`src/rtl/all_gates_pkg.sv`:
```
// ----------------------------------------------------------------------------
// all_gates_pkg
//
// Shared definitions for the registered logic-gate unit.
//
// Contents:
//   op_t              3-bit result selector used by the optional y_sel view
//   OP_AND..OP_PASS_A named selector values 0..7
//   NUM_GATES         number of dedicated gate outputs (and..not)
//
// The selector only matters when ALL_GATES_SEL_EN is defined; the constants
// are always present so that benches and other blocks can refer to them.
// ----------------------------------------------------------------------------
package all_gates_pkg;

  typedef logic [2:0] op_t;

  localparam op_t OP_AND    = 3'd0;
  localparam op_t OP_OR     = 3'd1;
  localparam op_t OP_NAND   = 3'd2;
  localparam op_t OP_NOR    = 3'd3;
  localparam op_t OP_XOR    = 3'd4;
  localparam op_t OP_XNOR   = 3'd5;
  localparam op_t OP_NOT    = 3'd6;
  localparam op_t OP_PASS_A = 3'd7;

  localparam int NUM_GATES = 7;

endpackage

```
`src/rtl/all_gates_comb.sv`:
```
// ----------------------------------------------------------------------------
// all_gates_comb
//
// Purely combinational half of the gate unit. Every result is formed bit by
// bit from a[i] and b[i]; there is no interaction between bit positions.
//
// Optional feature macro: ALL_GATES_SEL_EN (adds op input and y_sel output).
//
// Parameters:
//   WIDTH   operand / result width in bits (>= 1)
//
// Ports:
//   a       in  WIDTH  first operand, sole input of NOT and pass-through
//   b       in  WIDTH  second operand
//   y_and   out WIDTH  a & b
//   y_or    out WIDTH  a | b
//   y_nand  out WIDTH  ~(a & b)
//   y_nor   out WIDTH  ~(a | b)
//   y_xor   out WIDTH  a ^ b
//   y_xnor  out WIDTH  ~(a ^ b)
//   y_not   out WIDTH  ~a
//   op      in  3      result selector        (ALL_GATES_SEL_EN only)
//   y_sel   out WIDTH  result chosen by op     (ALL_GATES_SEL_EN only)
// ----------------------------------------------------------------------------
module all_gates_comb
  import all_gates_pkg::*;
#(
  parameter int WIDTH = 1
) (
  input  logic [WIDTH-1:0] a,
  input  logic [WIDTH-1:0] b,
  output logic [WIDTH-1:0] y_and,
  output logic [WIDTH-1:0] y_or,
  output logic [WIDTH-1:0] y_nand,
  output logic [WIDTH-1:0] y_nor,
  output logic [WIDTH-1:0] y_xor,
  output logic [WIDTH-1:0] y_xnor,
  output logic [WIDTH-1:0] y_not
`ifdef ALL_GATES_SEL_EN
  ,
  input  op_t              op,
  output logic [WIDTH-1:0] y_sel
`endif
);

  // The inverted gates are built from their base gate so the pairs can
  // never disagree with each other.
  always_comb begin
    y_and  = a & b;
    y_or   = a | b;
    y_xor  = a ^ b;
    y_nand = ~y_and;
    y_nor  = ~y_or;
    y_xnor = ~y_xor;
    y_not  = ~a;
  end

`ifdef ALL_GATES_SEL_EN
  // Selected view reuses the gate vectors above; b plays no part for
  // OP_NOT and OP_PASS_A.
  always_comb begin
    y_sel = '0;
    case (op)
      OP_AND:    y_sel = y_and;
      OP_OR:     y_sel = y_or;
      OP_NAND:   y_sel = y_nand;
      OP_NOR:    y_sel = y_nor;
      OP_XOR:    y_sel = y_xor;
      OP_XNOR:   y_sel = y_xnor;
      OP_NOT:    y_sel = y_not;
      OP_PASS_A: y_sel = a;
      default:   y_sel = '0;
    endcase
  end
`endif

endmodule

```
`src/rtl/all_gates.sv`:
```
// ----------------------------------------------------------------------------
// all_gates
//
// Registered bitwise logic-gate unit. Operands accepted on a rising clk edge
// with in_valid high appear on the y_* outputs one cycle later; with in_valid
// low the outputs hold. out_valid is a plain registered copy of in_valid.
// There is no combinational path from any input to any output.
//
// Optional feature macro: ALL_GATES_SEL_EN (adds op input and y_sel output,
// registered with the same timing and reset as the other results).
//
// Parameters:
//   WIDTH      operand / result width in bits (>= 1)
//
// Ports:
//   clk        in  1      rising-edge clock
//   rst        in  1      asynchronous active-high reset
//   in_valid   in  1      sample a/b (and op) on this edge
//   a          in  WIDTH  first operand
//   b          in  WIDTH  second operand
//   op         in  3      y_sel selector             (ALL_GATES_SEL_EN only)
//   y_and..y_not out WIDTH registered gate results
//   y_sel      out WIDTH  registered selected result (ALL_GATES_SEL_EN only)
//   out_valid  out 1      registered in_valid
// ----------------------------------------------------------------------------
module all_gates
  import all_gates_pkg::*;
#(
  parameter int WIDTH = 1
) (
  input  logic             clk,
  input  logic             rst,
  input  logic             in_valid,
  input  logic [WIDTH-1:0] a,
  input  logic [WIDTH-1:0] b,
`ifdef ALL_GATES_SEL_EN
  input  op_t              op,
  output logic [WIDTH-1:0] y_sel,
`endif
  output logic [WIDTH-1:0] y_and,
  output logic [WIDTH-1:0] y_or,
  output logic [WIDTH-1:0] y_nand,
  output logic [WIDTH-1:0] y_nor,
  output logic [WIDTH-1:0] y_xor,
  output logic [WIDTH-1:0] y_xnor,
  output logic [WIDTH-1:0] y_not,
  output logic             out_valid
);

  logic [WIDTH-1:0] c_and;
  logic [WIDTH-1:0] c_or;
  logic [WIDTH-1:0] c_nand;
  logic [WIDTH-1:0] c_nor;
  logic [WIDTH-1:0] c_xor;
  logic [WIDTH-1:0] c_xnor;
  logic [WIDTH-1:0] c_not;
`ifdef ALL_GATES_SEL_EN
  logic [WIDTH-1:0] c_sel;
`endif

  all_gates_comb #(
    .WIDTH (WIDTH)
  ) u_comb (
    .a      (a),
    .b      (b),
    .y_and  (c_and),
    .y_or   (c_or),
    .y_nand (c_nand),
    .y_nor  (c_nor),
    .y_xor  (c_xor),
    .y_xnor (c_xnor),
    .y_not  (c_not)
`ifdef ALL_GATES_SEL_EN
    ,
    .op     (op),
    .y_sel  (c_sel)
`endif
  );

  // Result registers. Reset clears everything to 0, including the inverted
  // gates, so nothing looks like a gate result until the first accepted
  // operation. An edge during reset ignores in_valid entirely.
  always_ff @(posedge clk or posedge rst) begin
    if (rst) begin
      y_and     <= '0;
      y_or      <= '0;
      y_nand    <= '0;
      y_nor     <= '0;
      y_xor     <= '0;
      y_xnor    <= '0;
      y_not     <= '0;
      out_valid <= 1'b0;
    end else begin
      out_valid <= in_valid;
      if (in_valid) begin
        y_and  <= c_and;
        y_or   <= c_or;
        y_nand <= c_nand;
        y_nor  <= c_nor;
        y_xor  <= c_xor;
        y_xnor <= c_xnor;
        y_not  <= c_not;
      end
    end
  end

`ifdef ALL_GATES_SEL_EN
  // Selected result follows the same load/hold/reset rules as the gates.
  always_ff @(posedge clk or posedge rst) begin
    if (rst) begin
      y_sel <= '0;
    end else if (in_valid) begin
      y_sel <= c_sel;
    end
  end
`endif

endmodule

```
`config.mk`:
```
export PLATFORM = sky130hd
export DESIGN_NAME = all_gates
export DESIGN_NICKNAME = d
export VERILOG_FILES = /design/src/rtl/all_gates_pkg.sv /design/src/rtl/all_gates_comb.sv /design/src/rtl/all_gates.sv
export SDC_FILE = /design/constraint.sdc
export NUM_CORES = 1
export LEC_CHECK = 0
export BUFFER_PORTS_ARGS = -buffer_cell sky130_fd_sc_hd__buf_2
export CAP_MARGIN = 5
export CORE_AREA = 3 3 40 42
export DETAILED_ROUTE_END_ITERATION = 10
export DIE_AREA = 0 0 43 45
export PLACE_DENSITY = 0.51
export SLEW_MARGIN = 20
export SYNTH_ARGS = -nofsm -noshare
export SYNTH_HDL_FRONTEND = slang
export SYNTH_SLANG_ARGS = --single-unit
```
`constraint.sdc`:
```
create_clock -name clk -period 2.1 [get_ports clk]
set_input_delay 0.21 -clock clk [delete_from_list [all_inputs] [get_ports clk]]
set_output_delay 0.21 -clock clk [all_outputs]
set_load 0.005 [all_outputs]
```
### Word level (Yosys, flattened, before mapping)

Cells that the tools add are included.

* output and inout port bits: 8
* input bits: 5
* register bits after elaboration: 8

* bitwise gates (word level): 7

Operator list (count)
* $not A1 Y1: 4
* $and A1 B1 Y1: 1
* $or A1 B1 Y1: 1
* $xor A1 B1 Y1: 1

### Longest topological paths before layout

Gate-level depths: netlist of the first run.

* depth after elaboration: 2
* mapped depth: 3

### By module

From an unflattened synthesis of the first run, not the netlist that was laid out.

* cells, all modules: 26
* area, all modules: 389.1 um^2

Modules (own cells, without submodules)
* all_gates: instances 1, area an instance 320.3 um^2, cells each 17
* all_gates_comb: instances 1, area an instance 68.8 um^2, cells each 9

### Worst setup path before layout of the first run

No wires, ideal clock.

* kind: input to register
* from: in a
* to: reg y_xor
* setup slack: 1182 ps
* setup time: 125 ps
* path buffers: 0
* cell stages on the path: 3
* data required time: 1975 ps
* data arrival time: 793 ps
* path through: inv_1 ha_1 mux2_4

* word-level cells in the longest chain between the ends: 1

RTL lines
* from (decl): line all_gates.sv:34 `input logic [WIDTH-1:0] a,`
* $xor A1 B1 Y1: line all_gates_comb.sv:51 `y_xor = a ^ b;`
* via c_xor: line all_gates.sv:54 `logic [WIDTH-1:0] c_xor;`
* to (signal assigned): line all_gates.sv:100 `y_xor <= c_xor;`
* to (decl): line all_gates.sv:44 `output logic [WIDTH-1:0] y_xor,`

The timed path passes the listed nets, and every way through them passes these cells.
A chain may end at the register's enable or synchronous reset.

### Worst setup path in the final report of the first run

* from: reg y_and
* to: out y_and

RTL lines
* from (decl): line all_gates.sv:40 `output logic [WIDTH-1:0] y_and,`
* from (signal assigned): line all_gates.sv:96 `y_and <= c_and;`

No word-level cell between the ends.

==> summary.txt, run 1 <==
CTS
  – Root buf cell: clkbuf_4
  – H-Tree Level Count: 1
  – Clock Sinks: 8
  – Worst-Skew Late Latency: 250 ps
  – Clk slew on worst S/H paths: around 50 ps
  – CTS tree: yes
  – Num CTS Buffers: 3
  – Clock tree buffer depth: 2

STA
  – Tmin final: between 900 and 1000 ps
  – Final setup fails: 0
  – Clk_skew: 0 ps
  – RSZ-0062 raised after global routing: no
  – Least-Margin Pin Slew: 302 ps
  – Max Freq: 1.04 GHz
  – Relative slew margins: 79.9%
  – Hold slack: 217 ps
  – Max-slew violation count: 0
  – Setup Total Neg Slack: 0 ps
  – Final hold violations: 0
  – Period utilization: 45.6%

Setup path
  – Critical Path Slowest Stage Cell: dfrtp_1
  – Worst Setup SP: y_and
  – R2R Path Start: y_and
  – Register-to-Register Path Depth: 1
  – CP Depth: 1
  – Critical Path AT: 750 ps
  – Buf/Inv on CP: 1
  – Worst Setup End Kind: primary output
  – Required time of the critical path: 1890 ps
  – Cell family with most CP delay: flip-flops
  – CP peak stage delay: 370 ps
  – R2R setup slack: 1350 ps
  – Startpoint Class: flop
  – Worst-path cell chain: buf_2
  – R2r endpoint: y_and
  – CP endpoint: y_and
  – Critical path class: flop to primary output
  – CP max FO: 2

Detailed routing
  – Detailed-route DRC error count: 0
  – Wire length per cell: 10.2 um
  – DR iter-0 viols: 1
  – Via count: 220
  – WL final: 573 um
  – Vias per cell: 3.93
  – 1st-pass router iterations: 2
  – Post-route antenna net violation count: 0

Yosys
  – Synth Instances: 26
  – Area contributors post-synth: dfrtp_1 (56%), mux2_4 (17%), ha_1 (14%)
  – Synth cell count leaders: dfrtp_1 (8), ha_1 (4), mux2_4 (4)
  – Register area share after synthesis: 55.7%
  – Area share of the largest cell type after synthesis: 55.7%
  – Dominant synthesized flop cell: dfrtp_1
  – Syn Nets: 35
  – Mapped Area: 359 um^2
  – Syn Area/Cell: 13.8 um^2
  – Yosys warns: 0
  – Most common cell in the netlist: dfrtp_1
  – Count of cell types in the netlist: 7
  – EDFF count, synth: 0
  – #FFs+latches synth: 8
  – Cell type with the largest total area after synthesis: dfrtp_1
  – Asr flop ratio synth: between 90% and 100%

GRT
  – Met3 Use GR: 5.98%
  – Vias in the first global route: 211
  – Total grt overflow: 0
  – GRT Util Overall: approximately 7.3%
  – Met2 Use GR: 10.5%
  – Global-route wire length before repair: 931 um
  – Initial antenna violation count: 0
  – GRT busiest layer: met2
  – Pin count of the biggest net entering global routing: 12
  – Routing usage on met1: 6.95%

Placement
  – Final Wtd Congestion: 0.711
  – Count of input and output buffers: 12
  – Post-placement cell area: approximately 430 um^2

Floorplan
  – Die Y: 45 um
  – Initial Utilization: between 20% and 30%
  – I/O pin count: 13
  – Die ar.: 1940 um^2
  – Core Area: about 1300 um^2
  – FP Rows: 13
  – Die width: ~43 um

Worst hold path
  – Hold wc startpoint: in_valid
  – Hold crit path type: input port to flop

Pwr
  – Pwr Density: 741 nW/um^2
  – Pwr Total: 0.340 mW
  – Leakage: 0.247 nW
  – Worst VDD drop: 291 uV

Finish
  – Layout cells sized above 1: 46.3%
  – Fin area: 459 um^2
  – ANT cells: 0
  – Syn-to-layout area delta: 27.9%
  – Nets: 52

Run
  – MaxCap Viol Count: 0

Status
  – Status: completed
## where the power goes
part | switching [mW] | leakage (nW) | internal [mW]
Sequential | 0.00653 | 0.0923 | 0.169
Combinational | 0.0229 | 0.140 | 0.0297
Clock | 0.0473 | 0.0138 | 0.0651
## kinds of logic (layout without fill, tap and decap cells)
| family | count (synthesis) | count (layout) | synth area share [%] |
|---|---|---|---|
| fa+ha+maj | 4 | 4 | 13.9 |
| flops | 8 | 8 | 55.7 |
| simple gates | 3 | 3 | 3.14 |
| mux | 4 | 4 | 16.7 |
| buf+inv | 4 | 19 | 6.27 |
| compound gates | 3 | 3 | 4.18 |
## stage by stage
stage	setup WS [ps]	util, %	instances
6_report	1140	35.7	56
3_3_place_gp	1030	33.2	52
5_1_grt	1090	35.7	56
3_5_place_dp	1030	33.2	52
4_1_cts	1130	35.7	56
2_1_floorplan	1180	-	26
## placed cells by master, fill, tap and decap left out
master / synthesis / final
a21oi_1: 3 / 3
mux2_4: 4 / 4
nor2_1: 3 / 3
dfrtp_1: 8 / 8
dlygate4sd3_1: 0 / 1
clkbuf_4: 0 / 3
inv_1: 3 / 3
ha_1: 4 / 4
buf_2: 0 / 12
## registers in the layout (all words and copies together) (netlist names)
name,cells
y_not,1
out_valid,1
y_xor,1
y_xnor,1
y_or,1
y_nor,1
y_nand,1
y_and,1
## layer usage
metal / up-vias / share of wire (%)
met3: 0 / 11
li1: 113 / -
met4: 0 / 0
met2: 9 / 46
met5: - / 0
met1: 98 / 43
## area by class of cell
type / count / area, um^2
Fill cell: 132 / 826
Sequential cell: 8 / 200
Multi-Input combinational cell: 14 / 136
Timing Repair Buffer: 13 / 70.1
Clock buffer: 3 / 22.5
Tap cell: 15 / 18.8
Inverter: 3 / 11.3
## worst min-delay path by stage
stage	to	slack (ps)	depth (start not counted)
2_1_floorplan	out_valid	30	1
3_3_place_gp	y_not	160	2
3_5_place_dp	y_or	170	2
4_1_cts	out_valid	210	1
5_1_grt	out_valid	200	1
6_report	out_valid	220	1
## repair_timing
action                                 CTS  global route
setup buffers                            0             0
gates resized for setup                  0             0
hold buffers                             1             0
setup endpoints to repair                0             0
endpoints found under the hold margin    8             0
Note: power is estimated with default switching activity, not from simulation.
==> run 2, diff against run 1 <==
clock period = 0.9 ns   (was 2.1 ns; I/O delays follow)
==> run 2 against run 1 <==
Global-route usage is 1.2 points higher. Combinational power grew to 2.6 times the previous value. Critical path depth stayed put. Total power is 140% higher. Clock power is 150% higher. Register-to-register slack worse by 1200 ps. Flip-flop and latch count stayed put. Wire length is 18% higher. Clock-buffer cell count stayed put. Critical path type unchanged.
==> summary.txt, run 2 (same netlist as run 1, synthesis figures left out) <==
Detailed routing
  – Via count: 242
  – Post-route antenna net violation count: 0
  – Vias per cell: 4.10
  – 1st-pass router iterations: 4
  – Detailed-route DRC error count: 0
  – Wire length per cell: roughly 11 um
  – DR iter-0 viols: 1
  – WL final: 675 um

Setup path
  – CP peak stage delay: between 300 and 400 ps
  – Worst-path cell chain: buf_2
  – CP max FO: 2
  – Required time of the critical path: 810 ps
  – Buf/Inv on CP: 1
  – Critical Path Slowest Stage Cell: dfrtp_1
  – Cell family with most CP delay: flip-flops
  – Critical Path AT: 770 ps
  – Startpoint Class: flop
  – Worst Setup End Kind: primary output
  – Critical path class: flop to primary output

CTS
  – Root buf cell: clkbuf_4
  – Setup bufs post-CTS: 0
  – CTS Hold Bufs: 1
  – Clk slew on worst S/H paths: 60 ps
  – Clock Sinks: 8
  – CTS tree: yes
  – Num CTS Buffers: 3
  – H-Tree Level Count: 1
  – Gates resized, CTS repair: 0
  – Worst-Skew Late Latency: 250 ps
  – Clock tree buffer depth: 2

STA
  – Final setup fails: 0
  – Least-Margin Pin Slew: 307 ps
  – Setup Total Neg Slack: 0 ps
  – Final hold violations: 0
  – Max-slew violation count: 0
  – Tmin final: 861 ps
  – Period utilization: between 90% and 100%
  – Clk_skew: 0 ps
  – Max Freq: 1.16 GHz
  – RSZ-0062 raised after global routing: no
  – Relative slew margins: 79.5%

Pwr
  – Worst VDD drop: approximately 600 uV
  – Net Sw Frac: 24.2%
  – Combinational Power Share: 16.5%
  – Leakage: 0.261 nW
  – Seq pwr share: between 40% and 50%
  – Pwr Density: roughly 1700 nW/um^2
  – Pwr Total: 0.824 mW
  – Int Pwr: 0.624 mW
  – Sw power: about 0.20 mW
  – Clock power share: between 30% and 40%

Finish
  – Most frequent cells in the layout: buf_2 (12), dfrtp_1 (8), mux2_4 (4), ha_1 (4)
  – Layout cells sized above 1: 50.0%
  – Most common cell after layout, fill and taps aside: buf_2
  – Fin area: between 400 and 500 um^2
  – Finished Layout Cells: 59
  – Syn-to-layout area delta: 34.1%
  – Nets: 55
  – ANT cells: 0

Placement
  – Post-placement cell area: 449 um^2
  – Final Wtd Congestion: between 0.7 and 0.8
  – Hpwl dp: around 520 um
  – Cell total after placement: 55
  – Count of input and output buffers: 12

GRT
  – Global-route wire length before repair: 1100 um
  – Initial antenna violation count: 0
  – Pin count of the biggest net entering global routing: 12
  – Vias in the first global route: 241
  – GRT Util Overall: 8.56%
  – Total grt overflow: 0

Floorplan
  – FP Rows: 13
  – Initial Utilization: 27.9%
  – I/O pin count: 13
  – Die Y: around 45 um
  – Die width: roughly 43 um
  – Core Area: around 1300 um^2
  – Die ar.: 1940 um^2

Status
  – Status: completed

Worst hold path
  – Hold crit path type: input port to flop

Run
  – MaxCap Viol Count: 0
run 2: changes by cell type in the layout (fill, tap and decap cells not counted):
cell / delta
buf_4: +3
run 2: stage by stage:
| step | hold WS [ps] | util, % | setup WS (ps) |
|---|---|---|---|
| after floorplan | -94.3 | - | 102 |
| after global placement | 36.5 | 35.0 | -23.4 |
| after detailed placement | 50.4 | 35.0 | -43.2 |
| after CTS | 81.2 | 37.5 | 32.7 |
| after global routing | 90.8 | 37.5 | 0.101 |
| final | 86.2 | 37.5 | 39.3 |
run 2: layer usage:
metal	track usage, %	routed length [um]	part of all wire, %
met1	9.38	305	45
met2	11.7	295	44
met3	3.98	49	7.3
met4	9.04	24	3.6
met5	0	0	0
run 2: power by group through the flow:
stage	Combinational (mW)	Sequential, mW	Clock (mW)
2_1_floorplan	0.0667	0.420	0
3_3_place_gp	0.129	0.416	0
3_5_place_dp	0.136	0.416	0
4_1_cts	0.139	0.410	0.287
5_1_grt	0.152	0.414	0.303
6_report	0.136	0.410	0.278
run 2: final timing paths:
path,start,end,slack [ps],cells after the start
max in group asynchronous,rst,y_xor,340,3
setup reg to reg,y_xor,y_xor,130,1
setup / recovery,y_and,y_and,40,1
min in group asynchronous,rst,y_and,320,3
hold / removal,in_valid,out_valid,90,1
hold reg to reg,y_nor,y_nor,510,1
run 2: cell type report:
type                            instances  area [um^2]
Timing Repair Buffer                   16         92.6
Clock buffer                            3         22.5
Sequential cell                         8          200
Inverter                                3         11.3
Multi-Input combinational cell         14          136
Tap cell                               15         18.8
Fill cell                             127          803
==> run 3, diff against run 2 <==
CTS_BUF_LIST = sky130_fd_sc_hd__clkbuf_8 sky130_fd_sc_hd__clkbuf_16   (was unset)
==> run 3 against run 2 <==
Total power increased by 18%. Global-route usage is 0.34 points higher. Final cell count is the same. Clock-buffer cell count did not move. Register-to-register slack barely moved. First-iteration DRC count unchanged. Via count down 2.9%. Flip-flop and latch count unchanged. Critical path type unchanged. Largest cell class unchanged. Largest power group is now the clock network.
==> summary.txt, run 3 (same netlist as run 1, synthesis figures left out) <==
Setup path
  – Startpoint Class: flop
  – Critical Path Slowest Stage Cell: dfrtp_1
  – Register-to-Register Path Depth: 1
  – Worst-path cell chain: buf_2
  – Critical path class: flop to primary output
  – CP max FO: 2
  – CP peak stage delay: ~380 ps
  – R2r endpoint: y_not
  – Buf/Inv on CP: 1
  – R2R Path Start: y_not
  – Cell family with most CP delay: flip-flops
  – Required time of the critical path: about 810 ps
  – Worst Setup End Kind: primary output
  – R2R setup slack: 140 ps
  – Critical Path AT: about 740 ps

Floorplan
  – Initial Utilization: 27.9%
  – Die ar.: 1940 um^2
  – I/O pin count: 13
  – Core Area: between 1000 and 1500 um^2
  – Die width: 43 um
  – Die Y: between 40 and 50 um
  – FP Rows: 13

Worst hold path
  – WHS Endpoint: out_valid
  – Hold Crit Depth: 1
  – Hold crit path type: input port to flop
  – Hold wc startpoint: in_valid

STA
  – Tmin final: 828 ps
  – RSZ-0062 raised after global routing: no
  – Period utilization: 92.0%
  – Max Freq: 1.21 GHz
  – Final setup fails: 0
  – Least-Margin Pin Slew: 306 ps
  – Max-slew violation count: 0
  – Clk_skew: 0 ps
  – Final hold violations: 0
  – Setup Total Neg Slack: 0 ps
  – Relative slew margins: 79.6%

GRT
  – Pin count of the biggest net entering global routing: 12
  – Total grt overflow: 0
  – Vias in the first global route: 239
  – Global-route wire length before repair: 1120 um
  – GRT Util Overall: 8.90%
  – Initial antenna violation count: 0

Detailed routing
  – Wire length per cell: about 11 um
  – Vias per cell: 3.98
  – WL final: around 670 um
  – DR iter-0 viols: 1
  – Post-route antenna net violation count: 0
  – Via count: ~240
  – Detailed-route DRC error count: 0
  – 1st-pass router iterations: 4

CTS
  – Gates resized, CTS repair: 0
  – Setup bufs post-CTS: 0
  – Num CTS Buffers: 3
  – Clk slew on worst S/H paths: around 40 ps
  – H-Tree Level Count: 1
  – Worst-Skew Late Latency: 230 ps
  – Clock tree buffer depth: 2
  – CTS tree: yes
  – Clock Sinks: 8
  – Root buf cell: clkbuf_8

Placement
  – Count of input and output buffers: 12
  – Final Wtd Congestion: 0.705
  – Hpwl dp: between 500 and 600 um
  – Cell total after placement: 55

Status
  – Status: completed

Finish
  – Syn-to-layout area delta: 39.4%
  – ANT cells: 0
  – Final core utilization: roughly 39%
  – Finished Layout Cells: 59
  – Most frequent cells in the layout: buf_2 (12), dfrtp_1 (8), mux2_4 (4), ha_1 (4)
  – Most common cell after layout, fill and taps aside: buf_2
  – Nets: 55
  – Layout cells sized above 1: 50.0%

Pwr
  – Leakage: 0.269 nW
  – Pwr Density: 1940 nW/um^2
  – Worst VDD drop: just under 700 uV

Run
  – MaxCap Viol Count: 0
run 3: cell count changes in the layout (fill, tap and decap cells not counted):
cell	before	now
clkbuf_4	3	0
clkbuf_8	0	3
run 3: metrics by stage:
step           setup WS [ps]  power, mW  area, um^2  hold WS, ps
6_report                72.1      0.972         500          118
5_1_grt                 35.1       1.03         500          124
4_1_cts                 64.7      0.996         500          111
3_5_place_dp           -43.2      0.552         449         50.4
3_3_place_gp           -23.4      0.545         449         36.5
2_1_floorplan            102      0.487         359        -94.3
run 3: final cells by class:
type | count | area (um^2)
timing repair buffer | 16 | 92.6
sequential | 8 | 200
clock buffer | 3 | 41.3
inverter | 3 | 11.3
fill | 122 | 785
multi-input combinational | 14 | 136
tap | 15 | 18.8
run 3: per-layer routing:
layer	track usage, %	part of all wire (%)	wire length, um	up-vias
met5	0	0	0	-
met4	10.8	3.6	24	0
met3	3.98	7.7	52	4
met2	11.4	48	321	11
met1	9.88	41	275	100
li1	-	-	-	120
run 3: report_power, final:
part	total (mW)	switching, mW	internal, mW
Combinational	0.135	0.0577	0.0777
Clock	0.425	0.136	0.289
Sequential	0.411	0.0160	0.395
run 3: repair_timing:
| action | CTS | global route |
|---|---|---|
| hold buffers | 1 | 0 |
| endpoints found under the setup margin | 0 | 0 |
| endpoints found under the hold margin | 8 | 0 |
run 3: worst max-delay path by stage:
| stage | start | end | slack [ps] | depth (start not counted) |
|---|---|---|---|---|
| 6_report | y_and | y_and | 70 | 1 |
| 5_1_grt | y_and | y_and | 40 | 1 |
| 4_1_cts | y_and | y_and | 60 | 1 |
| 3_5_place_dp | a | y_xor | -40 | 4 |
| 3_3_place_gp | a | y_xor | -20 | 4 |
| 2_1_floorplan | a | y_xor | 100 | 3 |
